--- src/rtl/alu_decode_stage.sv ---
// Decode stage in front of the 3-bit-control ALU: maps opcode/funct to ALUC, selects and
// extends operand B, and registers the result behind a valid/ready handshake.
module alu_decode_stage #(
  parameter int unsigned CNT_W        = 16,
  parameter logic [2:0]  ILLEGAL_ALUC = 3'b111
) (
  input  logic             clk,
  input  logic             rst,
  input  logic             flush,
  input  logic             in_valid,
  output logic             in_ready,
  input  logic [31:0]      instr,
  input  logic [31:0]      rs_val,
  input  logic [31:0]      rt_val,
  output logic             out_valid,
  input  logic             out_ready,
  output logic [31:0]      alu_a,
  output logic [31:0]      alu_b,
  output logic [2:0]       aluc,
  output logic             illegal,
  output logic [CNT_W-1:0] decoded_cnt,
  output logic [CNT_W-1:0] illegal_cnt
);

  logic [5:0]  op, funct;
  logic [31:0] imm_se, imm_ze;
  logic [2:0]  dec_aluc;
  logic [31:0] dec_b;
  logic        dec_illegal;
  logic        accept;

  logic             out_valid_q;
  logic [31:0]      alu_a_q, alu_b_q;
  logic [2:0]       aluc_q;
  logic             illegal_q;
  logic [CNT_W-1:0] decoded_cnt_q, decoded_cnt_d;
  logic [CNT_W-1:0] illegal_cnt_q, illegal_cnt_d;

  assign op     = instr[31:26];
  assign funct  = instr[5:0];
  assign imm_se = {{16{instr[15]}}, instr[15:0]};
  assign imm_ze = {16'h0000, instr[15:0]};

  assign in_ready = !rst && !flush && (!out_valid_q || out_ready);
  assign accept   = in_valid && in_ready;

  always_comb begin
    dec_aluc    = ILLEGAL_ALUC;
    dec_b       = '0;
    dec_illegal = 1'b1;
    case (op)
      6'h00: begin
        dec_b       = rt_val;
        dec_illegal = 1'b0;
        case (funct)
          6'h20, 6'h21: dec_aluc = 3'b000;
          6'h22, 6'h23: dec_aluc = 3'b001;
          6'h24:        dec_aluc = 3'b010;
          6'h25:        dec_aluc = 3'b011;
          6'h26:        dec_aluc = 3'b100;
          6'h2A:        dec_aluc = 3'b101;
          default: begin
            // Unlisted funct falls back to the illegal encoding.
            dec_b       = '0;
            dec_illegal = 1'b1;
          end
        endcase
      end
      6'h08, 6'h09, 6'h23, 6'h2B: begin
        dec_aluc = 3'b000; dec_b = imm_se; dec_illegal = 1'b0;
      end
      6'h0A: begin
        dec_aluc = 3'b101; dec_b = imm_se; dec_illegal = 1'b0;
      end
      6'h0C: begin
        dec_aluc = 3'b010; dec_b = imm_ze; dec_illegal = 1'b0;
      end
      6'h0D: begin
        dec_aluc = 3'b011; dec_b = imm_ze; dec_illegal = 1'b0;
      end
      6'h0E: begin
        dec_aluc = 3'b100; dec_b = imm_ze; dec_illegal = 1'b0;
      end
      6'h04, 6'h05: begin
        dec_aluc = 3'b001; dec_b = rt_val; dec_illegal = 1'b0;
      end
      default: ;
    endcase
  end

  // Saturating statistics: stick at all-ones instead of wrapping.
  always_comb begin
    decoded_cnt_d = decoded_cnt_q;
    illegal_cnt_d = illegal_cnt_q;
    if (accept) begin
      if (decoded_cnt_q != '1) decoded_cnt_d = decoded_cnt_q + 1'b1;
      if (dec_illegal && (illegal_cnt_q != '1)) illegal_cnt_d = illegal_cnt_q + 1'b1;
    end
  end

  always_ff @(posedge clk) begin
    if (rst) begin
      out_valid_q   <= 1'b0;
      alu_a_q       <= '0;
      alu_b_q       <= '0;
      aluc_q        <= '0;
      illegal_q     <= 1'b0;
      decoded_cnt_q <= '0;
      illegal_cnt_q <= '0;
    end else begin
      decoded_cnt_q <= decoded_cnt_d;
      illegal_cnt_q <= illegal_cnt_d;
      if (flush) begin
        out_valid_q <= 1'b0;
      end else if (accept) begin
        out_valid_q <= 1'b1;
        alu_a_q     <= rs_val;
        alu_b_q     <= dec_b;
        aluc_q      <= dec_aluc;
        illegal_q   <= dec_illegal;
      end else if (out_ready) begin
        out_valid_q <= 1'b0;
      end
    end
  end

  assign out_valid   = out_valid_q;
  assign alu_a       = alu_a_q;
  assign alu_b       = alu_b_q;
  assign aluc        = aluc_q;
  assign illegal     = illegal_q;
  assign decoded_cnt = decoded_cnt_q;
  assign illegal_cnt = illegal_cnt_q;

endmodule

--- config.mk ---
export PLATFORM = sky130hd
export DESIGN_NAME = alu_decode_stage
export DESIGN_NICKNAME = d
export VERILOG_FILES = /design/src/rtl/alu_decode_stage.sv
export SDC_FILE = /design/constraint.sdc
export NUM_CORES = 1
export LEC_CHECK = 0
export ABC_AREA = 1
export CAP_MARGIN = 10
export CORE_MARGIN = 8
export CORE_UTILIZATION = 40
export DETAILED_ROUTE_END_ITERATION = 7
export PLACE_DENSITY = 0.8
export SLEW_MARGIN = 40
export SYNTH_ARGS = -nofsm -noshare
export SYNTH_HDL_FRONTEND = slang
export SYNTH_SLANG_ARGS = --single-unit
--- constraint.sdc ---
create_clock -name clk -period 2.7 [get_ports clk]
set_clock_uncertainty 0.15 [all_clocks]
set_input_delay 0.54 -clock clk [delete_from_list [all_inputs] [get_ports clk]]
set_output_delay 0.54 -clock clk [all_outputs]
set_load 0.1 [all_outputs]
==> results.ini, run 1 <==
[outcome]
status = complete, no violations

[critical_path]
worstPathCellList = clkdlybuf4s50_1 > nor2_1 > inv_1 > nor2_4 > nand2_2 > inv_2 > nand2_2 > inv_2 > nand2_1 > a21oi_1
endpoint_kind = flop
worstPathRequired_ns = 2.82
crit_type = primary input to flop
r2r_setup_slack_ns = 0.59
cp_max_fo = 14
worst_path_max_delay_cell = clkdlybuf4s50_1
reg2reg_to = illegal_cnt[0]
cp.arrival_ns = 2.26
crit_start = flush
reg2regPathDepth = 10
timing.rr.start = illegal_cnt[0]
crit_path_max_incr_delay_ns = 0.40
start_kind = primary input

[power]
vdd_ir_drop_max_v = 0.000324
p_leak_nw = 3.05
powerDensity_mw_per_mm2 = 452

[grt]
grt_pass1_vias = 5498
use_met3_pct = 4.84
grt_use_met2_pct = 34.1
grt_pass1_wl_um = 27200
gr-total-overflow = 0
gr-usage-met1_pct = 20.9
grt_busiest_layer = met2
antenna_found_initial = 0
track_usage_pct = 18.9
grt_max_degree = 66

[placed_design]
hpwl_um = 12000
dp_slack_ns = 0.165
place.gp.congestion = 0.884
port_buffers = 192
place_area_mm2 = 0.00723

[sta]
finalHoldViolCount = 0
setup_viol = 0
max_freq_mhz = 469
fin_ws_ns = 0.566
setup_tns_ns = 0
finalCritPeriodShare_pct = 79.0
slew_viol_final = 0
slew_headroom_pct = 63.2
finalCriticalPeriod_ns = 2.13
worst_slew_pin_slew_ns = 0.553
rsz0062_at_grt = no

[clocking]
cts.htree.levels = 3
cts-buffers-inserted = 9
post_cts_buffers = 0
clkSinkCount = 101
cts-hold-fix-buffers = 0
clk_root_buffer_cell = clkbuf_16
cts-resized-gates = 0
clock_latency_ns = 0.35
cts.path.max_buffers = 2
tritoncts = built
cts.clk_slew.worst_paths_ns = 0.07

[final_layout]
antenna_cells = 0
postLayoutCoreUtil_pct = 57.1
design_area_mm2 = 0.00753
n_fill_cell = 1307
area_delta_synth_final_pct = 39.6
nets = 1101
drive_gt1_share_pct = 17.6

[synthesis]
ys_warn_count = 0
yosysSeqAreaShare_pct = 37.5
syn-num-nets = 927
syn_area_per_cell_um2 = 6.54
yosys-top-cells-area = dfxtp_1, nand2_1, a21oi_1
synth_largest_area_cell = dfxtp_1
ys.flop_type = dfxtp_1
ys_ff_latch = 101
synthCells = 824
synth_top_area_share_pct = 37.5
synth_cell_types = 31
netlist_area_mm2 = 0.00539
ys_async_sr_fraction_pct = 0
synth_edf_count = 0

[min_path]
whs_path_depth = 2
min_to = alu_b[6]
hp-class = flop to flop
min_from = alu_b[6]

[job]
cap_viol_max_count = 0

[routing]
drt_iter0_drc = 317
antenna_left = 0
wl_per_cell_um = 14.3
drc = 0
dr_total_vias = 5896
first_pass_iters = 6
routed_wl_um = 16900
via_per_inst = 5.00

[floorplanning]
start_util_pct = 40.9
die_height_um = 132
rows = 42
die_w_um = 132
num_io_pins = 203
core_mm2 = 0.0132
die-area_mm2 = 0.0175

[synthesized netlist by cell type (11+ instances only)]
cell and n:
inv_1 49, a21oi_1 89, clkbuf_1 17, nand2_2 14, nand3_1 89, nor2_1 43
nor3_1 11, dfxtp_1 101, buf_2 17, nand2_1 301, nand4_1 18, xor2_1 13
[worst max-delay path: cells and delay by family]
kind                   cells  cell delay [ns]
AO/OA/AOI/OAI              1             0.14
AND/OR/NAND/NOR            5             0.61
buffers and inverters      4             0.98
[logic make-up (layout without fill, tap and decap cells)]
| kind of cell | Yosys count | after routing | share of synthesized area [%] |
|---|---|---|---|
| and+or+nand+nor | 490 | 490 | 39.6 |
| xor gates and xnor gates | 21 | 21 | 3.41 |
| AOI/OAI and AO/OA | 110 | 110 | 10.9 |
| adders and majority gates | 2 | 2 | 0.464 |
| DFF | 101 | 101 | 37.5 |
| buffers and inverters | 100 | 279 | 8.14 |
[final cells by class]
cell class	count	area, um^2	share of cell area (%)
well taps	176	220	2.92
multi-input cells	623	2940	39.1
flip-flops and latches	101	2020	26.9
clock buffers	12	267	3.54
inverters	56	210	2.79
clock inverters	4	30.0	0.399
repair buffers	207	1840	24.4
[stage by stage]
stage                     hold WS [ns]  total power [W]  std cells
after floorplan                  0.511          0.00191        824
after global placement           0.303          0.00214       1163
after detailed placement         0.306          0.00215       1163
after CTS                        0.317          0.00345       1179
after global routing             0.330          0.00355       1179
final                            0.315          0.00340       1179
[cell usage in the layout (no fill, tap or decap)]
master and n:
nand2_1 300, buf_4 113, dfxtp_1 101, nand3_1 89
a21oi_1 89, clkdlybuf4s50_1 89, inv_1 49, nor2_1 42
nand4_1 18, nand2_2 15, xor2_1 13, nor3_1 11
o21ai_0 9, a21oi_2 9, clkbuf_16 9, xnor2_1 8
inv_2 7, buf_12 5, nor2_4 3, nor2_2 3
clkbuf_8 3, nor4_1 2, nand3_2 2, a31oi_1 2
ha_1 2, nor3_2 1, o211ai_1 1, nand2_4 1
nand4_4 1, nand3_4 1, nor3b_1 1, inv_6 1
clkinv_4 1, clkinv_2 1, clkinvlp_4 1
[registers in the layout (all words and copies together), names as in the netlist]
name and flops:
alu_a 32, alu_b 32, aluc 3, decoded_cnt 16, illegal 1, illegal_cnt 16
out_valid 1
[report_power, final]
part	total [W]	internal [W]	leakage, nW	switching, W
Combinational	0.000583	0.000207	2.08	0.000376
Sequential	0.00153	0.00151	0.817	0.0000148
Clock	0.00129	0.000705	0.145	0.000585
[worst max-delay path by stage]
| stage | endpoint |
|---|---|
| 6_report | decoded_cnt[3] |
| 5_1_grt | illegal_cnt[3] |
| 4_1_cts | decoded_cnt[14] |
| 3_5_place_dp | decoded_cnt[2] |
| 3_3_place_gp | decoded_cnt[1] |
| 2_1_floorplan | illegal_cnt[9] |
[layer usage]
layer / vias up / part of all wire (%)
met1: 2712 / 42
met4: 0 / 2.1
met5: - / 0
li1: 3012 / -
met3: 25 / 4.8
met2: 147 / 51
Power figures use the tool's default switching activity.
==> run 2, diff against run 1 <==
- clock period: 2.7 -> 2.1 ns (I/O delays scaled with it)
==> run 2 against run 1 <==
Clock power rose by 30%. Non-clock buffer count rose by 30. Critical path type is now primary input to output port. Critical endpoint is now in_ready. Combinational power rose by 37%. Via count fell by 0.37%. Sequential share of layout area fell by 1.5 points. Register-to-register slack got worse by 0.39 ns. Hold slack got worse by 0.066 ns.
==> results.ini, run 2 (synthesized netlist as in run 1, its figures left out) <==
[routing]
drc = 0  ; unchanged
dr_total_vias = 5874  ; was 5,896
first_pass_iters = 7  ; was 6
routed_wl_um = 17000  ; was 16,900 um
drt_iter0_drc = 319  ; was 317
via_per_inst = 4.86  ; was 5.00
antenna_left = 0  ; unchanged
wl_per_cell_um = 14.1  ; was 14.3 um

[floorplanning]
core_mm2 = 0.0132  ; unchanged
die-area_mm2 = 0.0175  ; unchanged
die_w_um = 132  ; unchanged
start_util_pct = 40.9  ; unchanged
rows = 42  ; unchanged
die_height_um = 132  ; unchanged
num_io_pins = 203  ; unchanged

[sta]
hold_ws_ns = 0.248  ; was 0.315 ns
slew_viol_final = 0  ; unchanged
rsz0062_at_grt = no  ; unchanged
finalCriticalPeriod_ns = 1.97
finalCritPeriodShare_pct = 93.9
finalHoldViolCount = 0  ; unchanged
max_freq_mhz = 507
worst_slew_pin_slew_ns = 0.480  ; was 0.553 ns
setup_viol = 0  ; unchanged
slew_headroom_pct = 68.0  ; was 63.2%

[critical_path]
cp_max_fo = 2  ; was 14
cp.arrival_ns = 1.40  ; was 2.26 ns
timing.rr.start = illegal_cnt[0]  ; unchanged
r2r_setup_slack_ns = 0.20  ; was 0.59 ns
reg2regPathDepth = 10  ; unchanged
crit_type = primary input to output port  ; was primary input to flop
worstPathCellList = clkdlybuf4s50_1 > nor2_1 > inv_1 > nor2_4 > buf_4 > buf_12  ; was clkdlybuf4s50_1 > nor2_1 > inv_1 > nor2_4 > nand2_2 > inv_2 > nand2_2 > inv_2 > nand2_1 > a21oi_1
start_kind = primary input  ; unchanged
crit_path_max_incr_delay_ns = 0.40  ; about the same
worstPathRequired_ns = 1.53  ; was 2.82 ns
reg2reg_to = illegal_cnt[15]  ; was illegal_cnt[0]
worst_path_max_delay_cell = clkdlybuf4s50_1  ; unchanged
endpoint_kind = output port  ; was flop

[power]
vdd_ir_drop_max_v = 0.000373  ; was 0.000324 V
powerDensity_mw_per_mm2 = 542  ; was 452 mW/mm^2
p_leak_nw = 3.32  ; was 3.05 nW
p_total_w = 0.00445  ; was 0.00340 W

[min_path]
whs_path_depth = 4  ; was 2
hp-class = primary input to flop  ; was flop to flop
min_from = rst  ; was alu_b[6]
min_to = out_valid  ; was alu_b[6]

[outcome]
status = complete, no violations  ; unchanged

[clocking]
cts.clk_slew.worst_paths_ns = 0.07  ; about the same
cts-hold-fix-buffers = 0  ; unchanged
cts.path.max_buffers = 2  ; unchanged
cts.htree.levels = 3  ; unchanged
clk_root_buffer_cell = clkbuf_16  ; unchanged
clock_latency_ns = 0.35  ; about the same
clkSinkCount = 101  ; unchanged
tritoncts = built  ; unchanged
cts-buffers-inserted = 9  ; unchanged

[final_layout]
antenna_cells = 0  ; unchanged
layout_common_cells = nand2_1, buf_4, nand3_1, a21oi_1, clkdlybuf4s50_1  ; was nand2_1, buf_4, dfxtp_1
postLayoutCoreUtil_pct = 62.2  ; was 57.1%
layout_commonest_cell = nand2_1  ; unchanged
design_area_mm2 = 0.00821  ; was 0.00753 mm^2
n_fill_cell = 1184  ; was 1,307
area_delta_synth_final_pct = 52.2  ; was 39.6%
drive_gt1_share_pct = 23.1  ; was 17.6%
nets = 1131  ; was 1,101

[placed_design]
port_buffers = 192  ; unchanged
place_area_mm2 = 0.00787  ; was 0.00723 mm^2
place.gp.congestion = 0.918  ; was 0.884
hpwl_um = 12600  ; was 12,000 um

[job]
cap_viol_max_count = 0  ; unchanged

[grt]
track_usage_pct = 19.3  ; was 18.9%
antenna_found_initial = 0  ; unchanged
grt_max_degree = 94  ; was 66
grt_pass1_vias = 5509  ; was 5,498
grt_pass1_wl_um = 28200  ; was 27,200 um
gr-total-overflow = 0  ; unchanged

==> run 2: cell count changes in the layout (fill, tap and decap cells not counted) <==
cell,delta
inv_6,-1
buf_12,+31
clkdlybuf4s50_1,-1
dfxtp_4,+6
clkinvlp_4,-1
dlymetal6s2s_1,+1
dfxtp_1,-32
bufinv_16,+1
clkinv_2,+2
clkinv_4,+1
clkbuf_8,-2
buf_4,-1
dfxtp_2,+26
==> run 2: worst max path at each step <==
stage | endpoint | depth (start not counted) | from
CTS | illegal_cnt[0] | 12 | instr[27]
floorplan | decoded_cnt[4] | 10 | flush
finish | in_ready | 6 | flush
detailed placement | illegal_cnt[4] | 11 | instr[27]
global placement | illegal_cnt[0] | 10 | instr[27]
global route | alu_b[31] | 10 | instr[5]
==> run 2: stage by stage <==
step | setup WS [ns] | setup TNS [ns] | cells
after CTS | 0.116 | 0 | 1206
final | 0.129 | 0 | 1209
after detailed placement | -0.250 | -6.99 | 1190
after floorplan | 0.0121 | 0 | 824
after global routing | 0.0317 | 0 | 1209
after global placement | -0.195 | -4.97 | 1190
==> run 2: repair_timing <==
action / in CTS / in global routing
gates resized for setup: 0 / 1
buffers inserted: 0 / 3
endpoints found under the setup margin: 0 / 11
hold endpoints to repair: 0 / 0
==> run 2: power breakdown <==
group	internal, W	switching, W	total, W	leakage, nW
Sequential	0.00194	0.0000205	0.00196	0.835
Combinational	0.000309	0.000490	0.000800	2.33
Clock	0.000954	0.000729	0.00168	0.152
==> run 2: area by class of cell <==
cell class / count / area, um^2 / area share, %
clock buffer: 10 / 239 / 2.91
clock inverter: 6 / 62.6 / 0.762
inverter: 56 / 210 / 2.56
multi-input combinational: 623 / 2940 / 35.8
sequential: 101 / 2080 / 25.3
tap: 176 / 220 / 2.68
timing repair buffer: 237 / 2450 / 29.9
==> run 2: metal layers <==
layer | GRT usage [%] | wire, um | vias up
met2 | 33.6 | 8550 | 152
met5 | 0 | 0 | -
met1 | 23.5 | 7480 | 2632
met3 | 4.00 | 707 | 22
met4 | 5.55 | 282 | 0
li1 | - | - | 3068
==> run 2: worst max-delay path, delay by kind of cell <==
family                 cells  cell delay, ns
AND/OR/NAND/NOR            2            0.22
buffers and inverters      4            0.76
==> run 3, diff against run 2 <==
- HOLD_SLACK_MARGIN: unset -> 0.03
- SLEW_MARGIN: 40 -> 10
==> results of run 3 <==
Same layout as run 2: the final DEF is identical, and so are final timing and power.
